File: src/rtl/snn_pkg.sv
// Shared types and defaults for the spiking-network output classifier.
package snn_pkg;

  typedef enum logic [1:0] {
    IDLE  = 2'd0,
    COUNT = 2'd1,
    SCAN  = 2'd2,
    DONE  = 2'd3
  } state_e;

  localparam int N_CLASSES_DEF = 2;
  localparam int WINDOW_DEF    = 15;
  localparam int CNT_W_DEF     = 8;

  // A single class would give $clog2 == 0; keep at least one label bit.
  function automatic int labelWidth(input int nClasses);
    return (nClasses <= 1) ? 1 : $clog2(nClasses);
  endfunction

endpackage

File: src/rtl/spike_counter_sat.sv
// Per-channel saturating spike counter with synchronous clear and an overflow-attempt flag.
module spike_counter_sat #(
  parameter int CNT_W = 8
) (
  input  logic             clk,
  input  logic             reset,
  input  logic             clear_i,
  input  logic             en_i,
  output logic [CNT_W-1:0] count_o,
  output logic             ovf_o
);

  localparam logic [CNT_W-1:0] CNT_MAX = {CNT_W{1'b1}};

  logic [CNT_W-1:0] count_q;

  always_ff @(posedge clk) begin
    if (reset || clear_i) begin
      count_q <= '0;
    end else if (en_i && (count_q != CNT_MAX)) begin
      count_q <= count_q + 1'b1;
    end
  end

  // Flags a spike arriving at an already-full counter; the top keeps it sticky.
  assign ovf_o   = en_i && !clear_i && (count_q == CNT_MAX);
  assign count_o = count_q;

endmodule

File: src/rtl/spike_count_classifier.sv
// Counts spikes per output channel over a fixed window, then scans for the argmax and
// presents the winning label with a valid/ready handshake.
module spike_count_classifier
  import snn_pkg::*;
#(
  parameter int N_CLASSES = N_CLASSES_DEF,
  parameter int CNT_W     = CNT_W_DEF,
  parameter int WINDOW    = WINDOW_DEF,
  parameter int LABEL_W   = labelWidth(N_CLASSES)
) (
  input  logic                 clk,
  input  logic                 reset,
  input  logic                 start,
  input  logic [N_CLASSES-1:0] spike_in,
  input  logic                 label_ready,
  output logic                 busy,
  output logic                 label_valid,
  output logic [LABEL_W-1:0]   label,
  output logic [CNT_W-1:0]     max_count,
  output logic                 no_spike,
  output logic                 sat
);

  localparam int WIN_W = $clog2(WINDOW + 1);
  localparam logic [WIN_W-1:0]   WIN_LAST  = WIN_W'(WINDOW - 1);
  localparam logic [LABEL_W-1:0] SCAN_LAST = LABEL_W'(N_CLASSES - 1);

  state_e             state_q;
  logic [WIN_W-1:0]   winCnt_q;
  logic [LABEL_W-1:0] scanIdx_q;
  logic [LABEL_W-1:0] bestIdx_q, bestIdx_d;
  logic [CNT_W-1:0]   bestCnt_q, bestCnt_d;
  logic               labelValid_q;
  logic [LABEL_W-1:0] label_q;
  logic [CNT_W-1:0]   maxCount_q;
  logic               noSpike_q;
  logic               sat_q;

  logic [CNT_W-1:0]     cnt [N_CLASSES];
  logic [N_CLASSES-1:0] ovf;
  logic                 countEn;
  logic                 windowStart;
  logic [CNT_W-1:0]     scanCnt;

  // A window opens from IDLE or straight out of an accepted DONE (back-to-back).
  assign windowStart = start && ((state_q == IDLE) ||
                                 ((state_q == DONE) && label_ready));
  assign countEn     = (state_q == COUNT);

  for (genvar g = 0; g < N_CLASSES; g++) begin : g_chan
    spike_counter_sat #(
      .CNT_W(CNT_W)
    ) u_counter (
      .clk     (clk),
      .reset   (reset),
      .clear_i (windowStart),
      .en_i    (countEn && spike_in[g]),
      .count_o (cnt[g]),
      .ovf_o   (ovf[g])
    );
  end

  assign scanCnt = cnt[scanIdx_q];

  // Strict greater-than keeps the lowest index on ties.
  always_comb begin
    bestIdx_d = bestIdx_q;
    bestCnt_d = bestCnt_q;
    if (scanIdx_q == '0) begin
      bestIdx_d = '0;
      bestCnt_d = cnt[0];
    end else if (scanCnt > bestCnt_q) begin
      bestIdx_d = scanIdx_q;
      bestCnt_d = scanCnt;
    end
  end

  always_ff @(posedge clk) begin
    if (reset) begin
      state_q      <= IDLE;
      winCnt_q     <= '0;
      scanIdx_q    <= '0;
      bestIdx_q    <= '0;
      bestCnt_q    <= '0;
      labelValid_q <= 1'b0;
      label_q      <= '0;
      maxCount_q   <= '0;
      noSpike_q    <= 1'b0;
      sat_q        <= 1'b0;
    end else begin
      case (state_q)
        IDLE: begin
          if (start) begin
            state_q  <= COUNT;
            winCnt_q <= '0;
            sat_q    <= 1'b0;
          end
        end

        COUNT: begin
          if (|ovf) begin
            sat_q <= 1'b1;
          end
          if (winCnt_q == WIN_LAST) begin
            state_q   <= SCAN;
            scanIdx_q <= '0;
          end else begin
            winCnt_q <= winCnt_q + 1'b1;
          end
        end

        SCAN: begin
          bestIdx_q <= bestIdx_d;
          bestCnt_q <= bestCnt_d;
          if (scanIdx_q == SCAN_LAST) begin
            state_q      <= DONE;
            labelValid_q <= 1'b1;
            label_q      <= bestIdx_d;
            maxCount_q   <= bestCnt_d;
            noSpike_q    <= (bestCnt_d == '0);
          end else begin
            scanIdx_q <= scanIdx_q + 1'b1;
          end
        end

        DONE: begin
          if (label_ready) begin
            labelValid_q <= 1'b0;
            if (start) begin
              state_q  <= COUNT;
              winCnt_q <= '0;
              sat_q    <= 1'b0;
            end else begin
              state_q <= IDLE;
            end
          end
        end

        default: state_q <= IDLE;
      endcase
    end
  end

  assign busy        = (state_q == COUNT) || (state_q == SCAN);
  assign label_valid = labelValid_q;
  assign label       = label_q;
  assign max_count   = maxCount_q;
  assign no_spike    = noSpike_q;
  assign sat         = sat_q;

endmodule

File: config.mk
export PLATFORM = sky130hd
export DESIGN_NAME = spike_count_classifier
export DESIGN_NICKNAME = d
export VERILOG_FILES = /design/src/rtl/snn_pkg.sv /design/src/rtl/spike_counter_sat.sv /design/src/rtl/spike_count_classifier.sv
export SDC_FILE = /design/constraint.sdc
export NUM_CORES = 1
export LEC_CHECK = 0
export CORE_MARGIN = 1
export CORE_UTILIZATION = 50
export CTS_CLUSTER_SIZE = 16
export DETAILED_ROUTE_END_ITERATION = 8
export DONT_BUFFER_PORTS = 1
export PLACE_DENSITY = 0.64
export SLEW_MARGIN = 40
export SYNTH_ARGS = -nofsm -noshare
export SYNTH_HDL_FRONTEND = slang
export SYNTH_SLANG_ARGS = --single-unit
File: constraint.sdc
create_clock -name clk -period 4.2 [get_ports clk]
set_clock_uncertainty 0.1 [all_clocks]
set_input_delay 0.42 -clock clk [delete_from_list [all_inputs] [get_ports clk]]
set_output_delay 0.42 -clock clk [all_outputs]
set_load 0.005 [all_outputs]
==> results of run 1 <==
-- final timing paths --
| check | from | to | cells past startpoint |
|---|---|---|---|
| worst max-delay path | scanIdx_q | no_spike | 11 |
| worst min-delay path | reset | max_count[6] | 1 |
| worst max register to register | scanIdx_q | no_spike | 11 |
| worst min register to register | max_count[5] | max_count[5] | 2 |
-- cells by family (layout without fill, tap and decap cells) --
logic type | Yosys count | count (layout) | synth area share [%]
and+or+nand+nor | 120 | 120 | 23.84
AOI/OAI and AO/OA | 70 | 70 | 18.95
DFF | 44 | 44 | 35.86
buffers and inverters | 28 | 23 | 4.330
adders and majority gates | 17 | 17 | 8.660
muxes | 12 | 12 | 5.145
xor gates and xnor gates | 9 | 9 | 3.210
-- per-layer routing --
layer  global-route usage, %  routed length [µm]
met1                   34.05                2770
met2                   33.85                2321
met3                   3.750                 176
met4                   6.972                  86
met5                       0                   0
-- Yosys cell counts, drive strengths merged (2+ instances only) --
| cell | n |
|---|---|
| dfxtp | 44 |
| nor2 | 36 |
| nand2 | 27 |
| a21oi | 19 |
| ha | 17 |
| inv | 15 |
| nor3 | 13 |
| a211oi | 11 |
| o21ai | 11 |
| clkbuf | 10 |
| nand4 | 8 |
| mux2i | 7 |
| nand2b | 7 |
| o22ai | 7 |
| nand3 | 6 |
| xor2 | 6 |
| and2 | 5 |
| mux2 | 5 |
| nor2b | 5 |
| or3 | 4 |
| a21o | 3 |
| a22oi | 3 |
| a31oi | 3 |
| buf | 3 |
| o211ai | 3 |
| xnor2 | 3 |
| a2111oi | 2 |
| a211o | 2 |
| a21boi | 2 |
| and3 | 2 |
| nor4 | 2 |
| or4 | 2 |
-- worst register-to-register path: stages, from the launching register on --
cell	delay, ps
dfxtp_1	680
buf_4	310
nor2b_1	90
a21oi_1	180
ha_1	270
nand4_1	100
nor2_2	60
a211oi_2	440
nor2_2	230
or4_1	550
a2111oi_2	310
a31o_1	140
-- flip-flops by register name, summed over array words and instances (netlist names), 2 cells and up --
name,count
winCnt_q,4
g_chan.u_counter.count_o,16
max_count,8
state_q,2
bestCnt_q,8
-- through the flow --
stage	cell area (µm²)	util, %	total power, mW	instances	setup slack [ps]
final	2580	54.62	1.403	362	696.6
after global routing	2580	54.62	1.529	362	295.4
after CTS	2580	54.62	1.405	362	724.8
after detailed placement	2499	52.90	1.142	355	796.2
after global placement	2497	52.87	1.132	355	910.4
after floorplan	2456	-	1.036	300	1118
-- report_power, final --
part	switching (mW)	internal, mW	total [mW]
logic	0.424	0.213	0.638
clock network	0.147	0.113	0.259
registers	0.0477	0.459	0.507
total	0.619	0.785	1.40
-- layout make-up --
| cell class | instances | area, µm² |
|---|---|---|
| fill | 453 | 2143 |
| tap | 67 | 83.83 |
| clock buffer | 5 | 68.82 |
| clock inverter | 2 | 12.51 |
| inverter | 15 | 56.30 |
| multi-input combinational | 228 | 1470 |
| sequential | 44 | 880.8 |
| timing repair buffer | 1 | 7.507 |
==> out/qor.csv, run 1 <==
metric,value,unit
f_max,0.2854,GHz
ant diodes,0,
Setup-failing EPs final,0,
sequential share of the synthesized area,35.86,%
kind of critical path,reg -> reg,
CTS tree,yes,
synthesized area per cell,8.187,µm²
post-synthesis cell area,2456,µm²
Layout Nets,318,
Std-Cell Rows,25,
port bufs,0,
hold_buf cts,0,
Yosys Warn Count,0,
CP Cell Sequence,"buf_4, nor2b_1, a21oi_1, ha_1, nand4_1, nor2_2, a211oi_2, nor2_2, or4_1, a2111oi_2, a31o_1",
core box area,4723,µm²
Max VDD drop,0.0002607,V
predominant post-synthesis flop cell,dfxtp_1,
Post-DRT Antenna Nets,0,
DRC viols,0,
status,finished clean,
# clock sinks,44,
die area,5196,µm²
Syn Nets,323,
clock tree buffer depth,2,
Slew Limit Fails,0,
CTS H-tree lvls,2,
CTS Buf Count,5,
Die H,72.09,µm
period utilization,83.41,%
Post-Route WL,5.354,mm
Post-CTS Setup Repair Bufs,0,
post-synthesis cell count,300,
vias,2031,
dominant cell type by area after synthesis,dfxtp_1,
register bit count reported by yosys,44,
hold crit path type,in -> reg,
Area contributors post-synth,"dfxtp_1 (36%), ha_1 (8.7%), nor2_1 (5.2%), nand2_1 (4.1%), a21oi_1 (3.7%)",
Tightest Pin Transition,702.7,ps
element type at the critical path start,flop,
synthesis-to-layout area growth,5.043,%
DR iter-0 viols,149,
largest net degree at the start of global routing,25,
clk slew on worst S/H paths,90,ps
P per Cell Area,543.9,nW/µm²
relative slew slack,52.73,%
WP data required,4350,ps
"commonest non-fill, non-tap cell in the layout",dfxtp_1,
dpl hpwl,3.827,mm
Die W,72.09,µm
WHS,79.76,ps
most frequent cells in the layout,"dfxtp_1 (44), nor2_1 (34), nand2_1 (27)",
initial antenna violation count,0,
RSZ-0062 raised after global routing,no,
setup TNS,0,ps
synth unique cells,45,
LEAKAGE,0.9197,nW
first-pass GRT wire length,9.190,mm
cell mode on critical path,nor2_2,
async set-reset flop share out of synthesis,0,%
GPL Wtd Cong,0.8546,
final hold violation count,0,
drt first pass iters,5,
Initial Util,52.00,%
post-synth top area share,35.86,%
CP max FO,16,
Critical Path End Type,flop,
Tot GR Track Use,22.93,%
Post-synth EDFFs,0,
Overflow after GRT,0,
crit path DAT,3650,ps
Via density,5.610,
proportion of layout cells with a drive suffix above 1,6.441,%
R2R setup slack,700,ps
cell family with most CP delay,compound AO/OA/AOI/OAI gates,
min Tclk post-route,3503,ps
Worst-Skew Late Latency,300,ps
maxcap violations,0,
Slowest cell on crit path,dfxtp_1,
crit-path max cell delay,680,ps
post-cts sizing count,0,
vias in the first global route,1813,
IO Pins,19,
CP bufs+invs,1,
wire length per cell,14.79,µm
Root Buffer,clkbuf_8,
(Power assumes the default switching activity.)
==> run 2: changes to the inputs <==
clock period = 3.3 ns   (was 4.2 ns; I/O delays follow)
==> out/qor.csv, run 2 (synthesized netlist as in run 1, its figures left out) <==
metric,value,unit
status,finished clean,
relative slew slack,62.57,%
RSZ-0062 raised after global routing,no,
most frequent cells in the layout,"dfxtp_1 (44), nor2_1 (34), nand2_1 (27)",
core box area,4723,µm²
element type at the critical path start,flop,
Initial Util,52.00,%
Worst-Skew Late Latency,290,ps
P per Cell Area,722.2,nW/µm²
clk slew on worst S/H paths,80,ps
Worst Hold Path Cells,3,
period utilization,92.38,%
GPL Wtd Cong,0.9263,
Clock Power Share,16.5,%
DRC viols,0,
crit path DAT,3190,ps
Psw,0.8146,mW
Root Buffer,clkbuf_8,
first-pass GRT wire length,9.259,mm
Reg2Reg Depth,9,
f_max,0.3280,GHz
Overflow after GRT,0,
Via density,5.582,
# clock sinks,44,
LEAKAGE,0.9916,nW
IO Pins,19,
dpl hpwl,4.139,mm
Std-Cell Rows,25,
Post-CTS Setup Repair Bufs,0,
Tightest Pin Transition,558.8,ps
WHS,158.4,ps
CTS Buf Count,5,
CTS H-tree lvls,2,
die area,5196,µm²
cell internal pwr,1.121,mW
Combinational Power Share,50.4,%
wire length per cell,15.03,µm
vias,2099,
fillers,450,
switch share,42.08,%
maxcap violations,0,
Post-DRT Antenna Nets,0,
"commonest non-fill, non-tap cell in the layout",dfxtp_1,
Tot GR Track Use,22.97,%
kind of critical path,reg -> reg,
setup TNS,0,ps
DR iter-0 viols,138,
ant diodes,0,
max reg flops,16,
Slew Limit Fails,0,
Setup-failing EPs final,0,
vias in the first global route,1868,
min Tclk post-route,3048,ps
proportion of layout cells with a drive suffix above 1,10.03,%
largest net degree at the start of global routing,23,
WP data required,3440,ps
hold_buf cts,2,
post-cts sizing count,0,
Max VDD drop,0.0003500,V
port bufs,0,
Die W,72.09,µm
CP max FO,11,
initial antenna violation count,0,
synthesis-to-layout area growth,9.119,%
Post-Route WL,5.650,mm
Critical Path End Type,flop,
drt first pass iters,4,
Layout Nets,332,
hold crit path type,in -> reg,
clock tree buffer depth,2,
CTS tree,yes,
final hold violation count,0,
Die H,72.09,µm
Seq pwr share,33.2,%
==> run 2: final timing paths <==
kind	from	slack (ps)	end
worst min register to register	max_count[5]	370	max_count[5]
worst min-delay path	label_ready	160	label_valid
worst max-delay path	scanIdx_q	250	no_spike
worst max register to register	scanIdx_q	250	no_spike
==> run 2: worst max-delay path: stages, from the launching register on <==
cell and delay (ps):
dfxtp_1 580, mux2_2 400, ha_1 320, nand4_2 140, nor2_2 180, a21oi_2 70, or2_1 310, a311o_1 410
a2111oi_2 350, a31o_1 130
==> run 2: metrics by stage <==
stage	util [%]	power, mW	std cells	area, µm²	worst slack [ps]
final	56.74	1.936	376	2680	251.6
after global routing	56.74	2.093	376	2680	53.06
after CTS	56.85	1.943	376	2685	264.8
after detailed placement	54.78	1.620	367	2587	278.1
after global placement	54.78	1.619	367	2587	351.8
after floorplan	-	1.318	300	2456	217.6
==> run 2: area by class of cell <==
cell class	instances	area [µm²]	area share, %
clock buffers	6	72.57	2.708
clock inverters	1	5.005	0.1867
inverters	15	56.30	2.101
multi-input cells	228	1469	54.81
flip-flops and latches	44	880.8	32.87
well taps	67	83.83	3.128
repair buffers	15	112.6	4.202
==> run 2: power groups by stage <==
| stage | combinational [mW] | clock [mW] | sequential (mW) |
|---|---|---|---|
| floorplan | 0.688 | 0 | 0.630 |
| global placement | 0.966 | 0 | 0.653 |
| detailed placement | 0.966 | 0 | 0.654 |
| CTS | 0.972 | 0.329 | 0.642 |
| global route | 1.09 | 0.357 | 0.650 |
| finish | 0.975 | 0.319 | 0.642 |
==> run 2: routing by layer <==
| metal | vias up | global-route usage, % | share of wire (%) |
|---|---|---|---|
| met5 | - | 0 | 0 |
| met4 | 0 | 6.536 | 1.3 |
| met3 | 8 | 5.000 | 3.8 |
| met2 | 37 | 34.68 | 45 |
| met1 | 969 | 32.85 | 50 |
| li1 | 1085 | - | - |
